File: config.mk
export PLATFORM = sky130hd
export DESIGN_NAME = mem_arbiter
export DESIGN_NICKNAME = d
export VERILOG_FILES = /design/src/rtl/mem_arbiter.sv
export SDC_FILE = /design/constraint.sdc
export NUM_CORES = 1
export LEC_CHECK = 0
export BUFFER_PORTS_ARGS = -buffer_cell sky130_fd_sc_hd__clkbuf_2
export CORE_AREA = 4 4 301 303
export CTS_CLUSTER_SIZE = 25
export DETAILED_ROUTE_END_ITERATION = 10
export DIE_AREA = 0 0 305 307
export RECOVER_POWER = 50
export SKIP_CTS_REPAIR_TIMING = 1
export SLEW_MARGIN = 25
export SYNTH_ARGS = -nofsm -noshare
export SYNTH_HDL_FRONTEND = slang
export SYNTH_SLANG_ARGS = --single-unit
File: constraint.sdc
create_clock -name clk -period 4.11 [get_ports clk]
set_clock_uncertainty 0.05 [all_clocks]
set_input_delay 0.2055 -clock clk [delete_from_list [all_inputs] [get_ports clk]]
set_output_delay 0.2055 -clock clk [all_outputs]
set_load 0.05 [all_outputs]
File: src/rtl/mem_arbiter.sv
// mem_arbiter: shares one line-wide memory port between an ICache fill
// port, a DCache fill port and a DCache writeback port.
// Optional feature: define MEM_ARBITER_RR_EN to arbitrate the two read
// ports round-robin (writeback stays highest priority). Default build is
// fixed priority dWr > dRd > iRd.
module mem_arbiter #(
    parameter int unsigned ARCH_BITS        = 32,
    parameter int unsigned MEMORY_LINE_BITS = 128
) (
    input  logic                        clk,
    input  logic                        rst,
    // ICache fill port
    input  logic [ARCH_BITS-1:0]        iRdAddr,
    input  logic                        iRdReq,
    output logic [MEMORY_LINE_BITS-1:0] iRdLine,
    output logic                        iRdValid,
    // DCache fill port
    input  logic [ARCH_BITS-1:0]        dRdAddr,
    input  logic                        dRdReq,
    output logic [MEMORY_LINE_BITS-1:0] dRdLine,
    output logic                        dRdValid,
    // DCache writeback port
    input  logic [ARCH_BITS-1:0]        dWrAddr,
    input  logic                        dWrReq,
    input  logic [MEMORY_LINE_BITS-1:0] dWrLine,
    output logic                        dWrDone,
    // memory port
    output logic [ARCH_BITS-1:0]        memAddr,
    output logic                        memReq,
    output logic                        memWe,
    output logic [MEMORY_LINE_BITS-1:0] memWLine,
    input  logic [MEMORY_LINE_BITS-1:0] memRLine,
    input  logic                        memAck,
    // status
    output logic [1:0]                  grant,
    output logic                        busy
);

    localparam int unsigned OFFSET_BITS = 4;
    localparam logic [ARCH_BITS-1:0] LINE_MASK = ~ARCH_BITS'((1 << OFFSET_BITS) - 1);

    localparam logic [1:0] GRANT_NONE = 2'd0;
    localparam logic [1:0] GRANT_IRD  = 2'd1;
    localparam logic [1:0] GRANT_DRD  = 2'd2;
    localparam logic [1:0] GRANT_DWR  = 2'd3;

    typedef enum logic [1:0] {
        ST_IDLE  = 2'd0,
        ST_ISSUE = 2'd1,
        ST_RESP  = 2'd2
    } state_t;

    state_t                      r_state;
    state_t                      w_state_nxt;
    logic [ARCH_BITS-1:0]        r_mem_addr,  w_mem_addr_nxt;
    logic                        r_mem_req,   w_mem_req_nxt;
    logic                        r_mem_we,    w_mem_we_nxt;
    logic [MEMORY_LINE_BITS-1:0] r_mem_wline, w_mem_wline_nxt;
    logic [MEMORY_LINE_BITS-1:0] r_i_line,    w_i_line_nxt;
    logic [MEMORY_LINE_BITS-1:0] r_d_line,    w_d_line_nxt;
    logic                        r_i_valid,   w_i_valid_nxt;
    logic                        r_d_valid,   w_d_valid_nxt;
    logic                        r_wr_done,   w_wr_done_nxt;
    logic [1:0]                  r_grant,     w_grant_nxt;
    logic                        r_busy,      w_busy_nxt;

    logic [1:0]                  w_win;
    logic [ARCH_BITS-1:0]        w_sel_addr;
    logic [MEMORY_LINE_BITS-1:0] w_sel_wline;

`ifdef MEM_ARBITER_RR_EN
    // 1 = ICache was the last read port served, so DCache wins the next conflict
    logic                        r_rr_last_i, w_rr_last_i_nxt;
`endif

    // Pick the winning requester for this IDLE cycle
    always_comb begin
        w_win = GRANT_NONE;
        if (dWrReq) begin
            w_win = GRANT_DWR;
`ifdef MEM_ARBITER_RR_EN
        end else if (dRdReq && iRdReq) begin
            w_win = r_rr_last_i ? GRANT_DRD : GRANT_IRD;
`endif
        end else if (dRdReq) begin
            w_win = GRANT_DRD;
        end else if (iRdReq) begin
            w_win = GRANT_IRD;
        end
    end

    // Route the winner's address and data; reads carry no write data
    always_comb begin
        w_sel_addr  = iRdAddr;
        w_sel_wline = '0;
        case (w_win)
            GRANT_DWR: begin
                w_sel_addr  = dWrAddr;
                w_sel_wline = dWrLine;
            end
            GRANT_DRD: w_sel_addr = dRdAddr;
            default:   w_sel_addr = iRdAddr;
        endcase
    end

    // Next-state and next-output logic
    always_comb begin
        w_state_nxt     = r_state;
        w_mem_addr_nxt  = r_mem_addr;
        w_mem_req_nxt   = r_mem_req;
        w_mem_we_nxt    = r_mem_we;
        w_mem_wline_nxt = r_mem_wline;
        w_i_line_nxt    = r_i_line;
        w_d_line_nxt    = r_d_line;
        w_i_valid_nxt   = 1'b0;
        w_d_valid_nxt   = 1'b0;
        w_wr_done_nxt   = 1'b0;
        w_grant_nxt     = r_grant;
        w_busy_nxt      = r_busy;
`ifdef MEM_ARBITER_RR_EN
        w_rr_last_i_nxt = r_rr_last_i;
`endif

        case (r_state)
            ST_IDLE: begin
                if (w_win != GRANT_NONE) begin
                    w_state_nxt     = ST_ISSUE;
                    w_mem_addr_nxt  = w_sel_addr & LINE_MASK;
                    w_mem_we_nxt    = (w_win == GRANT_DWR);
                    w_mem_wline_nxt = w_sel_wline;
                    w_mem_req_nxt   = 1'b1;
                    w_grant_nxt     = w_win;
                    w_busy_nxt      = 1'b1;
`ifdef MEM_ARBITER_RR_EN
                    if (w_win != GRANT_DWR) begin
                        w_rr_last_i_nxt = (w_win == GRANT_IRD);
                    end
`endif
                end
            end
            ST_ISSUE: begin
                // no timeout: memory may take arbitrarily long to acknowledge
                if (memAck) begin
                    w_state_nxt   = ST_RESP;
                    w_mem_req_nxt = 1'b0;
                    case (r_grant)
                        GRANT_IRD: begin
                            w_i_line_nxt  = memRLine;
                            w_i_valid_nxt = 1'b1;
                        end
                        GRANT_DRD: begin
                            w_d_line_nxt  = memRLine;
                            w_d_valid_nxt = 1'b1;
                        end
                        default: w_wr_done_nxt = 1'b1;
                    endcase
                end
            end
            ST_RESP: begin
                w_state_nxt = ST_IDLE;
                w_grant_nxt = GRANT_NONE;
                w_busy_nxt  = 1'b0;
            end
            default: begin
                w_state_nxt   = ST_IDLE;
                w_mem_req_nxt = 1'b0;
                w_grant_nxt   = GRANT_NONE;
                w_busy_nxt    = 1'b0;
            end
        endcase
    end

    // State and output registers with synchronous reset
    always_ff @(posedge clk) begin
        if (rst) begin
            r_state     <= ST_IDLE;
            r_mem_addr  <= '0;
            r_mem_req   <= 1'b0;
            r_mem_we    <= 1'b0;
            r_mem_wline <= '0;
            r_i_line    <= '0;
            r_d_line    <= '0;
            r_i_valid   <= 1'b0;
            r_d_valid   <= 1'b0;
            r_wr_done   <= 1'b0;
            r_grant     <= GRANT_NONE;
            r_busy      <= 1'b0;
`ifdef MEM_ARBITER_RR_EN
            r_rr_last_i <= 1'b1;
`endif
        end else begin
            r_state     <= w_state_nxt;
            r_mem_addr  <= w_mem_addr_nxt;
            r_mem_req   <= w_mem_req_nxt;
            r_mem_we    <= w_mem_we_nxt;
            r_mem_wline <= w_mem_wline_nxt;
            r_i_line    <= w_i_line_nxt;
            r_d_line    <= w_d_line_nxt;
            r_i_valid   <= w_i_valid_nxt;
            r_d_valid   <= w_d_valid_nxt;
            r_wr_done   <= w_wr_done_nxt;
            r_grant     <= w_grant_nxt;
            r_busy      <= w_busy_nxt;
`ifdef MEM_ARBITER_RR_EN
            r_rr_last_i <= w_rr_last_i_nxt;
`endif
        end
    end

    assign memAddr  = r_mem_addr;
    assign memReq   = r_mem_req;
    assign memWe    = r_mem_we;
    assign memWLine = r_mem_wline;
    assign iRdLine  = r_i_line;
    assign dRdLine  = r_d_line;
    assign iRdValid = r_i_valid;
    assign dRdValid = r_d_valid;
    assign dWrDone  = r_wr_done;
    assign grant    = r_grant;
    assign busy     = r_busy;

endmodule

==> run_results.csv <==
group,metric,value,unit
yosys,async_flop_share,0,%
yosys,ys_seq_area_share,53.9,%
die,die_x,305,µm
global_routing,grt_overflow,0,
run,drv_cap,0,
detailed_routing,routed_wl,71800,µm
worst_setup_path,end_kind,"flop",
timing,timing.final.crit_share,63.2,%
place,dpl.cell_count,3681,
cells_and_area,final_nets,3229,
timing,rsz0062_at_grt,"no",
clock_tree,htreeDepth,2,
clock_tree,root_buffer,"clkbuf_16",
worst_setup_path,path_cells,"dlygate4sd3_1, clkbuf_2, nor3_4, buf_4, buf_4, o21ai_0, a21oi_1",
global_routing,globalRouteTotalUtil,13.5,%
timing,fin_tns_setup,0,ns
timing,setup_viol,0,
power,ir_drop,0.000334,V
worst_setup_path,rr_startpoint,"r_state[0]",
cells_and_area,fin_cells,4082,
worst_setup_path,cp_data_required_time,4.57,ns
hold_path,hold_class,"in -> reg",
timing,worstMarginPinSlew,1.44,ns
timing,fmax,385,MHz
clock_tree,clock-sinks,422,
timing,maxSlewHeadroom,3.96,%
cells_and_area,fill_cells,9523,
detailed_routing,viasPerCell,4.23,
die,core_area,88000,µm²
detailed_routing,via_count,17300,
clock_tree,clkLatencyLatePin,0.60,ns
global_routing,grt_pass1_wl,98200,µm
detailed_routing,firstDrtPassIters,8,
yosys,synth_top_flop_cell,"dfxtp_1",
clock_tree,cts.clk_slew.worst_paths,0.06,ns
yosys,ys_warn_count,0,
cells_and_area,finish.utilization,28.1,%
yosys,ys_types,34,
yosys,synth_edf_count,0,
cells_and_area,drive_gt1_share,17.4,%
clock_tree,clockBufferDepth,3,
status,status,"finished, final reports clean",
worst_setup_path,reg2reg_depth,4,
clock_tree,cts_tree,"done",
global_routing,grt_max_degree,160,
yosys,mappedNetlistArea,15700,µm²
place,gp_congestion,0.834,
yosys,syn_inst,1900,
worst_setup_path,reg2reg_to,"iRdLine[105]",
worst_setup_path,critical_path.slowest_cell,"buf_4",
worst_setup_path,crit_type,"in -> reg",
power,leakagePower,9.03,nW
timing,maxSlewViolCount,0,
power,p_per_area,432,nW/µm²
worst_setup_path,cp_num_buf_inv,4,
detailed_routing,drc_errors,0,
place,hpwl,48400,µm
die,std_cell_rows,109,
hold_path,holdCritStartpoint,"dRdAddr[6]",
die,dieArea,93600,µm²
place,numPortBuffers,765,
timing,setup_ws,1.51,ns
hold_path,hold_depth,4,
yosys,synth-seq-cells,422,
detailed_routing,dr.first_iter.drc_count,1347,
worst_setup_path,cpMostUsedCell,"buf_4",
die,start_util,17.8,%
hold_path,hold_end,"memAddr[6]",
cells_and_area,syn_to_final_growth,57.4,%
cells_and_area,final_common_cell,"nand2_1",
worst_setup_path,critPathMaxFanout,72,
worst_setup_path,crit_family,"buffers and inverters",
detailed_routing,routedWlPerCell,17.6,µm
worst_setup_path,crit_path_start_kind,"input pin",
yosys,avgSynthCellArea,8.25,µm²
timing,final_hold_viol_count,0,
timing,hold_ws,0.00763,ns
global_routing,grt_pass1_vias,15300,
worst_setup_path,cp_slowest_stage_delay,0.67,ns
place,place_ws,1.52,ns
die,pin_count,782,
detailed_routing,antenna_left,0,
clock_tree,numCtsBuffers,49,
worst_setup_path,cp_data_arrival_time,3.06,ns
cells_and_area,final_cell_mix,"nand2_1 (514), clkbuf_1 (431), dfxtp_1 (422)",
global_routing,antenna_found_initial,12,
worst_setup_path,r2r_setup_slack,1.66,ns
timing,layout_min_cycle_time,2.60,ns
die,dieHeight,307,µm
layer usage:
| metal | global-route usage (%) | routed length [µm] | up-vias |
|---|---|---|---|
| met3 | 5.04 | 5520 | 151 |
| li1 | - | - | 8337 |
| met5 | 0 | 27 | - |
| met1 | 15.4 | 28200 | 8020 |
| met2 | 23.0 | 35000 | 748 |
| met4 | 5.45 | 2990 | 4 |
area by class of cell:
class	count	area (µm²)	share of cell area [%]
clock buffer	71	1400	5.67
timing repair buffer	1093	6630	26.9
tap	1165	1460	5.91
antenna	8	20.0	0.0811
clock inverter	20	255	1.03
multi-input combinational	1301	6470	26.2
inverter	2	7.51	0.0304
sequential	422	8450	34.2
tightest hold or removal path, stage by stage:
cell and delay [ns]:
clkbuf_2 0.07, mux2_2 0.13, mux2i_1 0.05, o22ai_1 0.16
worst max-delay path by stage:
| stage | to | cells past startpoint | start |
|---|---|---|---|
| 2_1_floorplan | dRdLine[107] | 6 | grant[1] |
| 3_3_place_gp | memWLine[17] | 6 | dWrReq |
| 3_5_place_dp | memWLine[29] | 6 | dWrReq |
| 4_1_cts | dRdLine[104] | 4 | r_state[0] |
| 5_1_grt | memWLine[0] | 7 | iRdReq |
| 6_report | memWLine[0] | 7 | iRdReq |
cells by family after synthesis:
group | share of synthesized area (%)
flip-flops | 53.9
AND/OR/NAND/NOR | 18.4
buffers and inverters | 5.15
other | 0.0239
AO/OA/AOI/OAI | 18.6
adder cells (fa/ha/maj) | 0.160
multiplexers | 3.80
cell usage after synthesis, types with 4 or more instances:
| master | instances | area, µm² |
|---|---|---|
| o22ai_2 | 20 | 250 |
| nand3_1 | 128 | 641 |
| nor2_1 | 4 | 15.0 |
| nand2b_1 | 31 | 194 |
| nand2_1 | 514 | 1930 |
| mux2_2 | 28 | 315 |
| mux2i_1 | 28 | 280 |
| a21oi_1 | 388 | 1940 |
| buf_1 | 15 | 56.3 |
| buf_4 | 4 | 30.0 |
| buf_2 | 38 | 190 |
| buf_6 | 5 | 56.3 |
| dfxtp_1 | 422 | 8450 |
| clkbuf_1 | 114 | 428 |
| o22ai_1 | 8 | 50.1 |
| o21ai_0 | 130 | 651 |
state kept, by name, indices dropped and copies added (netlist names):
signal,flops
r_state,2
iRdLine,128
dRdValid,1
memWLine,128
grant,2
memReq,1
iRdValid,1
busy,1
dWrDone,1
memAddr,28
memWe,1
dRdLine,128
power breakdown:
part / total, mW / internal [mW] / switching (mW)
clock network: 4.52 / 2.64 / 1.87
logic: 1.81 / 0.572 / 1.24
registers: 4.33 / 4.25 / 0.0843
stage by stage:
step | power, mW | instance area (µm²)
after detailed placement | 6.02 | 20500
after global routing | 11.1 | 24700
after floorplan | 5.46 | 15700
after CTS | 10.6 | 22200
final | 10.7 | 24700
after global placement | 6.01 | 20500
Note: power is estimated with default switching activity, not from simulation.
